File: config.mk
export PLATFORM = sky130hd
export DESIGN_NAME = alu16bit_arbiter
export DESIGN_NICKNAME = d
export VERILOG_FILES = /design/src/rtl/alu16bit_arbiter.sv
export SDC_FILE = /design/constraint.sdc
export NUM_CORES = 1
export LEC_CHECK = 0
export BUFFER_PORTS_ARGS = -buffer_cell sky130_fd_sc_hd__buf_2
export CAP_MARGIN = 15
export CORE_UTILIZATION = 54
export DETAILED_ROUTE_END_ITERATION = 8
export PLACE_DENSITY = 0.83
export SLEW_MARGIN = 30
export SYNTH_ARGS = -nofsm -noshare
export SYNTH_HDL_FRONTEND = slang
export SYNTH_SLANG_ARGS = --single-unit
File: constraint.sdc
create_clock -name clk -period 4.4 [get_ports clk]
set_clock_uncertainty 0.1 [all_clocks]
set_input_delay 0.44 -clock clk [delete_from_list [all_inputs] [get_ports clk]]
set_output_delay 0.44 -clock clk [all_outputs]
set_load 0.02 [all_outputs]
File: src/rtl/alu16bit_arbiter.sv
// Purpose: round-robin arbiter/sequencer sharing one alu16bit_struc adder among NREQ requesters.
// Latency: ack one cycle after req is sampled; res_valid one cycle after ack; 3 cycles/op minimum.
// Backpressure: result is held in HOLD until res_ready; req is ignored and no ack is issued meanwhile.
//
// Ports:
//   clk, rst_n          clock, asynchronous active-low reset
//   req[NREQ]           request per requester, held until ack
//   x_in, y_in          packed 16-bit operands, requester i at [16i+15:16i]
//   ack[NREQ]           one-hot single-cycle pulse: requester's operands taken
//   busy                state is not IDLE
//   res_valid/res_ready result handshake
//   res_id, res_z       owner index and ALU sum
//   res_s/zr/cy/p/v     ALU flags as produced by alu16bit_struc

// Purpose: combinational 16-bit adder ALU producing sum and status flags.
// Latency: zero (purely combinational).
// Backpressure: none.
//
// Flags: S = sign of Z, ZR = Z is zero, CY = carry out of bit 15,
//        P = even parity of Z (set when Z has an even number of ones),
//        V = signed overflow (operands share a sign that Z does not).
module alu16bit_struc (
    input  logic [15:0] x,
    input  logic [15:0] y,
    output logic [15:0] z,
    output logic        s,
    output logic        zr,
    output logic        cy,
    output logic        p,
    output logic        v
);
    logic [16:0] sum;

    assign sum = {1'b0, x} + {1'b0, y};
    assign z   = sum[15:0];
    assign cy  = sum[16];
    assign s   = sum[15];
    assign zr  = (sum[15:0] == 16'h0000);
    assign p   = ~(^sum[15:0]);
    assign v   = (x[15] == y[15]) && (sum[15] != x[15]);
endmodule

module alu16bit_arbiter #(
    parameter int NREQ = 4,
    parameter int IDW  = 2
) (
    input  logic                 clk,
    input  logic                 rst_n,
    input  logic [NREQ-1:0]      req,
    input  logic [16*NREQ-1:0]   x_in,
    input  logic [16*NREQ-1:0]   y_in,
    output logic [NREQ-1:0]      ack,
    output logic                 busy,
    output logic                 res_valid,
    input  logic                 res_ready,
    output logic [IDW-1:0]       res_id,
    output logic [15:0]          res_z,
    output logic                 res_s,
    output logic                 res_zr,
    output logic                 res_cy,
    output logic                 res_p,
    output logic                 res_v
);
    localparam logic [1:0] IDLE = 2'd0;
    localparam logic [1:0] EXEC = 2'd1;
    localparam logic [1:0] HOLD = 2'd2;

    logic [1:0]      state_q, state_d;
    logic [IDW-1:0]  ptr_q, ptr_d;
    logic [NREQ-1:0] ack_q, ack_d;
    logic [15:0]     x_q, x_d;
    logic [15:0]     y_q, y_d;
    logic            res_valid_q, res_valid_d;
    logic [IDW-1:0]  res_id_q, res_id_d;
    logic [15:0]     res_z_q, res_z_d;
    logic            res_s_q, res_s_d;
    logic            res_zr_q, res_zr_d;
    logic            res_cy_q, res_cy_d;
    logic            res_p_q, res_p_d;
    logic            res_v_q, res_v_d;

    // ALU is fed only from the operand registers, so input changes after
    // the granting edge cannot reach the operation in flight.
    logic [15:0] alu_z;
    logic        alu_s, alu_zr, alu_cy, alu_p, alu_v;

    alu16bit_struc u_alu (
        .x  (x_q),
        .y  (y_q),
        .z  (alu_z),
        .s  (alu_s),
        .zr (alu_zr),
        .cy (alu_cy),
        .p  (alu_p),
        .v  (alu_v)
    );

    // Round-robin search: candidate order ptr, ptr+1, ... modulo NREQ.
    // Indices are compared as integers and req is only indexed by loop
    // constants, so any NREQ <= 2**IDW works without index-width issues.
    logic        found;
    int          win_i;
    logic [15:0] x_sel, y_sel;

    always_comb begin
        found = 1'b0;
        win_i = 0;
        for (int k = 0; k < NREQ; k++) begin
            for (int j = 0; j < NREQ; j++) begin
                if (!found && req[j] && (j == ((int'(ptr_q) + k) % NREQ))) begin
                    found = 1'b1;
                    win_i = j;
                end
            end
        end
    end

    always_comb begin
        x_sel = 16'h0000;
        y_sel = 16'h0000;
        for (int j = 0; j < NREQ; j++) begin
            if (j == win_i) begin
                x_sel = x_in[16*j +: 16];
                y_sel = y_in[16*j +: 16];
            end
        end
    end

    always_comb begin
        state_d     = state_q;
        ptr_d       = ptr_q;
        ack_d       = '0;
        x_d         = x_q;
        y_d         = y_q;
        res_valid_d = res_valid_q;
        res_id_d    = res_id_q;
        res_z_d     = res_z_q;
        res_s_d     = res_s_q;
        res_zr_d    = res_zr_q;
        res_cy_d    = res_cy_q;
        res_p_d     = res_p_q;
        res_v_d     = res_v_q;

        case (state_q)
            IDLE: begin
                if (found) begin
                    x_d      = x_sel;
                    y_d      = y_sel;
                    res_id_d = IDW'(win_i);
                    ptr_d    = IDW'((win_i + 1) % NREQ);
                    for (int j = 0; j < NREQ; j++) begin
                        if (j == win_i) begin
                            ack_d[j] = 1'b1;
                        end
                    end
                    state_d = EXEC;
                end
            end
            EXEC: begin
                res_z_d     = alu_z;
                res_s_d     = alu_s;
                res_zr_d    = alu_zr;
                res_cy_d    = alu_cy;
                res_p_d     = alu_p;
                res_v_d     = alu_v;
                res_valid_d = 1'b1;
                state_d     = HOLD;
            end
            HOLD: begin
                if (res_ready) begin
                    res_valid_d = 1'b0;
                    state_d     = IDLE;
                end
            end
            default: begin
                state_d     = IDLE;
                res_valid_d = 1'b0;
            end
        endcase
    end

    always_ff @(posedge clk or negedge rst_n) begin
        if (!rst_n) begin
            state_q     <= IDLE;
            ptr_q       <= '0;
            ack_q       <= '0;
            x_q         <= 16'h0000;
            y_q         <= 16'h0000;
            res_valid_q <= 1'b0;
            res_id_q    <= '0;
            res_z_q     <= 16'h0000;
            res_s_q     <= 1'b0;
            res_zr_q    <= 1'b0;
            res_cy_q    <= 1'b0;
            res_p_q     <= 1'b0;
            res_v_q     <= 1'b0;
        end else begin
            state_q     <= state_d;
            ptr_q       <= ptr_d;
            ack_q       <= ack_d;
            x_q         <= x_d;
            y_q         <= y_d;
            res_valid_q <= res_valid_d;
            res_id_q    <= res_id_d;
            res_z_q     <= res_z_d;
            res_s_q     <= res_s_d;
            res_zr_q    <= res_zr_d;
            res_cy_q    <= res_cy_d;
            res_p_q     <= res_p_d;
            res_v_q     <= res_v_d;
        end
    end

    assign ack       = ack_q;
    assign busy      = (state_q != IDLE);
    assign res_valid = res_valid_q;
    assign res_id    = res_id_q;
    assign res_z     = res_z_q;
    assign res_s     = res_s_q;
    assign res_zr    = res_zr_q;
    assign res_cy    = res_cy_q;
    assign res_p     = res_p_q;
    assign res_v     = res_v_q;
endmodule

# Word-level counts from Yosys, hierarchy flattened
# Cells that the tools add are included.
# op_classes
add_sub_neg	5
n_mul	0
n_div	0
magnitude_cmp	0
eq_ne	21
shift	0
mux	50
n_bitwise	5
n_reduce_logical	62
# ops
op	count
$mux 32	14
$logic_not 32->1	5
$mux 16	8
$eq 3x32->1 const A	2
$eq 2x32->1 const A	1
$logic_and 1x1->1	32
$mux 1	22
$eq 3x3->1 const A	6
$add 16x16->17	1
$logic_not 16->1	1
$reduce_xor 16->1	1
$logic_not 1->1	15
$eq 2x3->1 const A	3
$mux 4	2
$add 2x2->2 const B	3
$pmux 2 s3	1
$reduce_and 2->1	3
$reduce_or 2->1	3
$eq 2x2->1 const A	2
$mux 2	2
$ne 2x2->1 const B	2
$and 1x1->1 const A	3
$pmux 1 s3	1
$add 2x1->2 const B	1
8 further kinds	9
# word_totals
regBits	64
latchBits	0
ramBits	0
romBits	0
inputBits	135
output_inout_bits	29
word_cells	156
mem_count	0

# Depth between registers and ports, before layout
# Gate-level depths: netlist of the first run.
# logic_depth
ltp_word	68
depth_mapped	13
mapped_depth_nobuf	12

# Cells and area by module
# A second synthesis of the first run with hierarchy kept.
# unflattened
hier_cells	483
area_unflattened_um2	4531.8
# modules_own_cells
module	instances	cells_per_inst	area_per_inst_um2	seq_area_each_um2
alu16bit_arbiter	1	349	3434.5	1601.5
alu16bit_struc	1	134	1097.3	0.0

# Worst setup path after synthesis of the first run
# No wires, ideal clock.
# synth_path
path_type	reg-to-reg
startpoint	register y_q[0]
endpoint	register res_p_q, in the netlist res_p
setup_ns	0.138
t_arrival_ns	2.764
t_required_ns	4.162
slack_ns	1.398
path_stages_with_launch	13
path_buffers	0
period_less_slack_ns	3.002
path_cell_list	dfrtp_1 > ha_1 > fa_1 > a211oi_1 > o21ai_1 > a41oi_2 > a21boi_1 > xnor2_2 > ha_1 > xnor2_1 > xnor2_1 > xnor2_1 > o21ai_0
# synth_via
elab_chain_len	3
# synth_rtl
element	line	rtl
start, declared	72	logic [15:0] y_q, y_d;
start signal, assigned	202	y_q <= y_d;
$add 16x16->17	34	assign sum = {1'b0, x} + {1'b0, y};
$reduce_xor 16->1	39	assign p = ~(^sum[15:0]);
$not 1->1	39	
end signal, assigned	209	res_p_q <= res_p_d;
end, declared	79	logic res_p_q, res_p_d;
# No other way between the ends.
# A chain may end at the register's enable or synchronous reset.

# Final worst setup path of the first run
# Ends and elaborated chain as after synthesis.

==> impl_results.md, run 1 <==
* Later-pin clock latency in the skew report at 0.34 ns
* Final cycle utilization of the critical path at 75.9%
* Leakage Power at 2.57 nW
* Post-synthesis cell count at 543
* Routed met1 length at 5060 µm
* Antenna fix cells at 0
* Fin. max-slew vios at 0
* Global-route wire length before repair at 18300 µm
* Initial antenna violation count at 0
* Final wirelength at 11400 µm
* Std-Cell Rows at 32
* Netlist cell types at 49
* Maximum vdd drop at 0.874 mV
* Pin count of the biggest net entering global routing at 74
* Arrival time at the worst endpoint at 3.43 ns
* WP data required at 4.49 ns
* Switching share of power at 48.0%
* DR DRC count at 0
* CP Class: flip-flop to flip-flop
* Top cell by count, worst path: xnor2_1
* CTS tree: done
* Synth async-reset ratio at 100%
* Clock share of power at 9.2%
* Buffers on Ports at 163
* Routed WL per cell at 14.4 µm
* Pin slew with the least headroom to its limit at 0.757 ns
* Outcome: completed
* Final setup vio count at 0
* Most common cell after layout, fill and taps aside: buf_2
* Area growth, synth to finish at 24.7%
* Synthesis Warnings at 0
* Clock transition at path regs at 0.06 ns
* Post-synth net total at 707
* Drt initial violations at 196
* Yosys reg bits at 63
* Synth Area per Inst at 7.97 µm²
* Mapped Area at 4330 µm²
* Clk buf depth at 2
* Clock root cell: clkbuf_8
* Number of synthesized flops with an enable pin at 0
* Internal at 0.00306 W
* Most common flop cell mapped by yosys: dfrtp_1
* Final GP Congestion at 0.930
* Seq pwr share at 18.2%
* Clock sinks at 63
* Area contributors post-synth: dfrtp_1 (36%), a21oi_1 (16%), ha_1 (8.1%)
* Worst path slowest cell: fa_1
* GR Util All Layers at 27.8%
* Crit path max fanout at 3
* Width of the chip at 91.6 µm
* Resized cells post-CTS at 0
* Most frequent cells in the layout: buf_2 (163), a21oi_1 (136), nor2_1 (74)
* Hold Buf Count CTS at 0
* Max incr delay on CP at 0.48 ns
* Tmin final at 3.34 ns
* Met2 wire length at 5300 µm
* Detailed Place HPWL at 8580 µm
* Top Family by Delay on Critical Path: compound AO/OA/AOI/OAI gates
* Post-CTS Setup Inserts at 0
* Vias in the first global route at 4045
* CTS H-tree lvls at 3
* Routed vias/inst at 5.48
* Cts bufs inserted at 9
* Combinational group share of total power at 72.7%
* Max_cap viols at 0
* Highest metal used: met4
* Reg area at 1580 µm²
* Vias at 4324
* Net load switching power at 0.00283 W
* Dominant cell type by area after synthesis: dfrtp_1
* Share of layout cells above drive strength 1 at 28.7%
* Multi-input gate area at 2610 µm²
* TNS Setup at 0 ns
* Num ports at 164
* Drt first pass iters at 5
* Total power at 0.00589 W
* Top-area cell type share of the netlist area at 36.4%
* Crit. End Element: flip-flop
* Grt total ovfl at 0
* Pwr dens at 1090 nW/µm²
* Final nets at 847
* Final hold vios at 0
* Starting Density at 56.0%
* CP bufs+invs at 0
* Core Area at 7730 µm²
* Post-synthesis sequential area ratio at 36.4%
* Worst-path cell chain: ha_1 -> fa_1 -> a211oi_1 -> o21ai_1 -> a41oi_2 -> a21boi_1 -> xnor2_2 -> ha_1 -> xnor2_1 -> xnor2_1 -> xnor2_1 -> o21ai_0
* Max-slew headroom at 49.5%
* Tightest Hold Check Type: input pin to async pin
* Final Util at 69.9%
* CP Launch Type: flip-flop
* Die Y at 91.6 µm
* Metal3 WL at 615 µm
* Die ar. at 8380 µm²
* FMAX at 299 MHz
* Post-DRT Antenna Nets at 0
* RSZ-0062 raised after global routing: false
* Fillers at 630
==> stage by stage <==
stage	std cells	hold WS, ns	area, µm²	setup WS (ns)
2_1_floorplan	543	0.0444	4330	1.40
3_3_place_gp	774	0.357	5160	1.22
3_5_place_dp	774	0.365	5170	1.12
4_1_cts	789	0.170	5390	1.09
5_1_grt	789	0.217	5400	0.785
6_report	789	0.150	5400	1.06
==> final timing paths <==
check,slack (ns),start,cells after the start,end
max in group asynchronous,3.54,rst_n,2,res_cy
max reg2reg,1.06,y_q[0],12,res_p
min in group clk,0.25,res_ready,4,state_q[1]
min reg2reg,0.38,res_z[10],2,res_z[10]
max,1.06,y_q[0],12,res_p
min,0.15,rst_n,2,res_z[0]
==> flip-flops by register name, indices dropped and copies added (netlist names), 2 cells and up <==
signal	count
x_q	16
ack	4
res_z	16
ptr_q	2
state_q	2
y_q	16
res_id	2
==> synth_stat cells (all sizes together), types with 5 or more instances <==
library cell / number
nor2b: 8
nor2: 75
clkbuf: 30
o21ai: 24
nand3b: 30
dfrtp: 63
a21oi: 138
nand2: 58
xor2: 8
buf: 7
o21a: 5
xnor2: 11
ha: 28
inv: 9
==> power by group through the flow <==
stage               logic (W)  registers [W]  clock network, W
floorplan             0.00321        0.00117                 0
detailed placement    0.00420        0.00108                 0
global route          0.00473        0.00111          0.000576
CTS                   0.00425        0.00107          0.000553
global placement      0.00400        0.00107                 0
finish                0.00428        0.00107          0.000539
==> final cells by class <==
class / count / share of cell area, %
Multi-Input combinational cell: 434 / 48.4
Sequential cell: 63 / 29.2
Timing Repair Buffer: 166 / 15.5
Clock buffer: 11 / 2.62
Tap cell: 102 / 2.36
Clock inverter: 4 / 1.30
Inverter: 9 / 0.626
==> worst reg2reg max path, stage by stage (launching register included) <==
cell      delay (ns)
dfrtp_1         0.39
ha_1            0.24
fa_1            0.48
a211oi_1        0.35
o21ai_1         0.20
a41oi_2         0.29
a21boi_1        0.13
xnor2_2         0.15
ha_1            0.30
xnor2_1         0.19
xnor2_1         0.16
xnor2_1         0.14
o21ai_0         0.09
==> kinds of logic after synthesis <==
kind of cell             share of synthesized area [%]
AO/OA/AOI/OAI                                     25.4
XOR/XNOR                                          4.19
adder cells (fa/ha/maj)                           8.55
buffers and inverters                             4.16
flip-flops                                        36.4
multiplexers                                     0.751
AND/OR/NAND/NOR                                   20.5
==> routing by layer <==
metal  vias to the layer above  track usage (%)
li1                       2189                -
met1                      1927             36.5
met2                       171             44.7
met3                        37             4.86
met4                         0             12.7
met5                         -                0
Note: power is estimated with default switching activity, not from simulation.
==> run 2: changes to the inputs <==
--- a/config.mk
+++ b/config.mk
@@ -7,9 +7,9 @@
 export LEC_CHECK = 0
 export BUFFER_PORTS_ARGS = -buffer_cell sky130_fd_sc_hd__buf_2
 export CAP_MARGIN = 15
-export CORE_UTILIZATION = 54
+export CORE_UTILIZATION = 50
 export DETAILED_ROUTE_END_ITERATION = 8
-export PLACE_DENSITY = 0.83
+export PLACE_DENSITY = 0.77
 export SLEW_MARGIN = 30
 export SYNTH_ARGS = -nofsm -noshare
 export SYNTH_HDL_FRONTEND = slang
==> constraint.sdc (replaced) <==
create_clock -name clk -period 3.41 [get_ports clk]
set_clock_uncertainty 0.1 [all_clocks]
set_input_delay 0.341 -clock clk [delete_from_list [all_inputs] [get_ports clk]]
set_output_delay 0.341 -clock clk [all_outputs]
set_load 0.02 [all_outputs]
==> run 2 against run 1 <==
Net effect:
- routed wire length up 0.99%
- die area is 7.8% higher
- largest power group unchanged
- fmax grew 3.0%
- sequential cell count unchanged
- critical path type unchanged
- critical path depth unchanged
==> impl_results.md, run 2 (synthesis results as in run 1) <==
* Die ar. at 9040 µm² (+7.8%)
* Final setup vio count at 0 (unchanged)
* Clock transition at path regs at 0.08 ns (+0.02 ns)
* Post-route setup slack at 0.167 ns (-0.893 ns)
* Final GP Congestion at 0.911 (-2.1%)
* Max incr delay on CP at 0.50 ns (+0.02 ns)
* Drt first pass iters at 5 (unchanged)
* Tmin final at 3.24 ns (-0.0969 ns)
* Max_cap viols at 0 (unchanged)
* Final hold vios at 0 (unchanged)
* Starting Density at 52.2% (-3.9 points)
* RSZ-0062 raised after global routing: false
* Clk buf depth at 2 (unchanged)
* Top cell by count, worst path: xnor2_1
* GR Util All Layers at 26.3% (-1.6 points)
* Maximum vdd drop at 0.840 mV (-3.8%)
* Clock root cell: clkbuf_8
* Post-DRT Antenna Nets at 0 (unchanged)
* Share of layout cells above drive strength 1 at 29.1% (+0.47 points)
* Most frequent cells in the layout: buf_2 (162), a21oi_1 (136), nor2_1 (74)
* Final instance area at 5450 µm² (+1.0%)
* Detailed Place HPWL at 8940 µm (+4.1%)
* Worst-path cell chain: ha_1 -> fa_1 -> a211oi_1 -> o21ai_1 -> a41oi_2 -> a21boi_1 -> xnor2_2 -> ha_1 -> xnor2_1 -> xnor2_1 -> xnor2_1 -> o21ai_0
* CP Launch Type: flip-flop
* R2r endpoint: res_p
* Cts bufs inserted at 9 (unchanged)
* Hold endpoint: state_q[1]
* FMAX at 308 MHz (+3.0%)
* Worst path slowest cell: fa_1
* Vias in the first global route at 4027 (-0.44%)
* Pwr dens at 1370 nW/µm² (+25%)
* Antenna fix cells at 0 (unchanged)
* Max-slew headroom at 56.2% (+6.7 points)
* Final nets at 852 (+0.59%)
* Later-pin clock latency in the skew report at 0.34 ns (about the same)
* Routed vias/inst at 5.41 (-1.3%)
* Fin. max-slew vios at 0 (unchanged)
* Tightest Hold Check Type: input pin to flip-flop
* Resized cells post-CTS at 0 (unchanged)
* Grt total ovfl at 0 (unchanged)
* Area growth, synth to finish at 25.9%
* Final cycle utilization of the critical path at 95.1% (+19 points)
* Outcome: completed
* Arrival time at the worst endpoint at 3.34 ns (-0.09 ns)
* Core Area at 8300 µm² (+7.4%)
* CTS tree: done
* Initial antenna violation count at 0 (unchanged)
* Width of the chip at 95.1 µm (+3.8%)
* CTS H-tree lvls at 3 (unchanged)
* Vias at 4316 (-0.19%)
* CP Class: flip-flop to flip-flop
* Clock sinks at 63 (unchanged)
* Pin count of the biggest net entering global routing at 74 (unchanged)
* Leakage Power at 2.59 nW (+0.67%)
* Std-Cell Rows at 33 (+3.1%)
* Routed WL per cell at 14.4 µm (-0.15%)
* Crit. End Element: flip-flop
* Final Util at 65.7% (-4.2 points)
* Hold_sp: res_ready
* Pin slew with the least headroom to its limit at 0.657 ns (-0.100 ns)
* RR Startpoint: y_q[0]
* Area post-placement at 5230 µm² (+0.99%)
* TNS Setup at 0 ns (unchanged)
* Placement Setup Slack at 0.196 ns (-0.921 ns)
* Most common cell after layout, fill and taps aside: buf_2
* Final wirelength at 11500 µm (+0.99%)
* Buffers on Ports at 163 (unchanged)
* DR DRC count at 0 (unchanged)
* Drt initial violations at 224 (+14%)
* R2r worst-path depth at 12 (unchanged)
* Num ports at 164 (unchanged)
* WP data required at 3.51 ns (-0.98 ns)
* Global-route wire length before repair at 18400 µm (+0.23%)
* R2R Setup Slk at 0.17 ns (-0.89 ns)
* Crit path max fanout at 3 (unchanged)
* Fillers at 761 (+21%)
* Worst Hold Depth at 4
* Die Y at 95.1 µm (+3.8%)
## run 2: changes by cell type in the layout (fill, tap and decap cells not counted), sizes merged
cell	previous run	this run
clkinvlp	0	3
bufinv	2	1
clkbuf	11	10
dlygate4sd3	0	1
buf	166	170
## run 2: what timing repair did
item / CTS / global route
endpoints found under the hold margin: 50 / 0
setup buffers: 0 / 0
hold buffers: 1 / 0
## run 2: layout make-up
cell class / count / area, µm² / share of cell area (%)
Tap cell: 105 / 131 / 2.41
Multi-Input combinational cell: 434 / 2600 / 47.6
Clock inverter: 6 / 70.1 / 1.28
Clock buffer: 10 / 138 / 2.52
Sequential cell: 63 / 1580 / 28.9
Inverter: 9 / 33.8 / 0.619
Timing Repair Buffer: 171 / 906 / 16.6
## run 2: worst max-delay path: cells and delay by family (launching register included)
| kind | cells | cell delay (ns) |
|---|---|---|
| fa+ha+maj | 3 | 1.03 |
| compound gates | 5 | 0.95 |
| xor+xnor | 4 | 0.61 |
| flops | 1 | 0.39 |
## run 2: metal layers
layer / track usage [%] / vias up / routed length (µm)
li1: - / 2206 / -
met1: 35.4 / 1941 / 5270
met2: 42.6 / 152 / 5420
met3: 3.51 / 17 / 532
met4: 10.2 / 0 / 240
met5: 0 / - / 0
## run 2: through the flow
step | std cells | hold WS [ns] | total power [W]
final | 798 | 0.161 | 0.00746
after floorplan | 543 | -0.0546 | 0.00565
after detailed placement | 781 | 0.305 | 0.00678
after CTS | 798 | 0.148 | 0.00751
after global routing | 798 | 0.148 | 0.00817
after global placement | 781 | 0.356 | 0.00662
## run 2: how the worst max path moves through the flow
stage / startpoint / endpoint
6_report: y_q[0] / res_p
3_5_place_dp: y_q[0] / res_p
5_1_grt: y_q[0] / res_p
2_1_floorplan: y_q[0] / res_p
4_1_cts: y_q[0] / res_p
3_3_place_gp: y_q[0] / res_p
## run 2: power breakdown
group          switching [W]  internal, W  leakage [nW]
Combinational        0.00301      0.00241          1.74
Clock               0.000301     0.000359        0.0947
Sequential          0.000231      0.00114         0.757
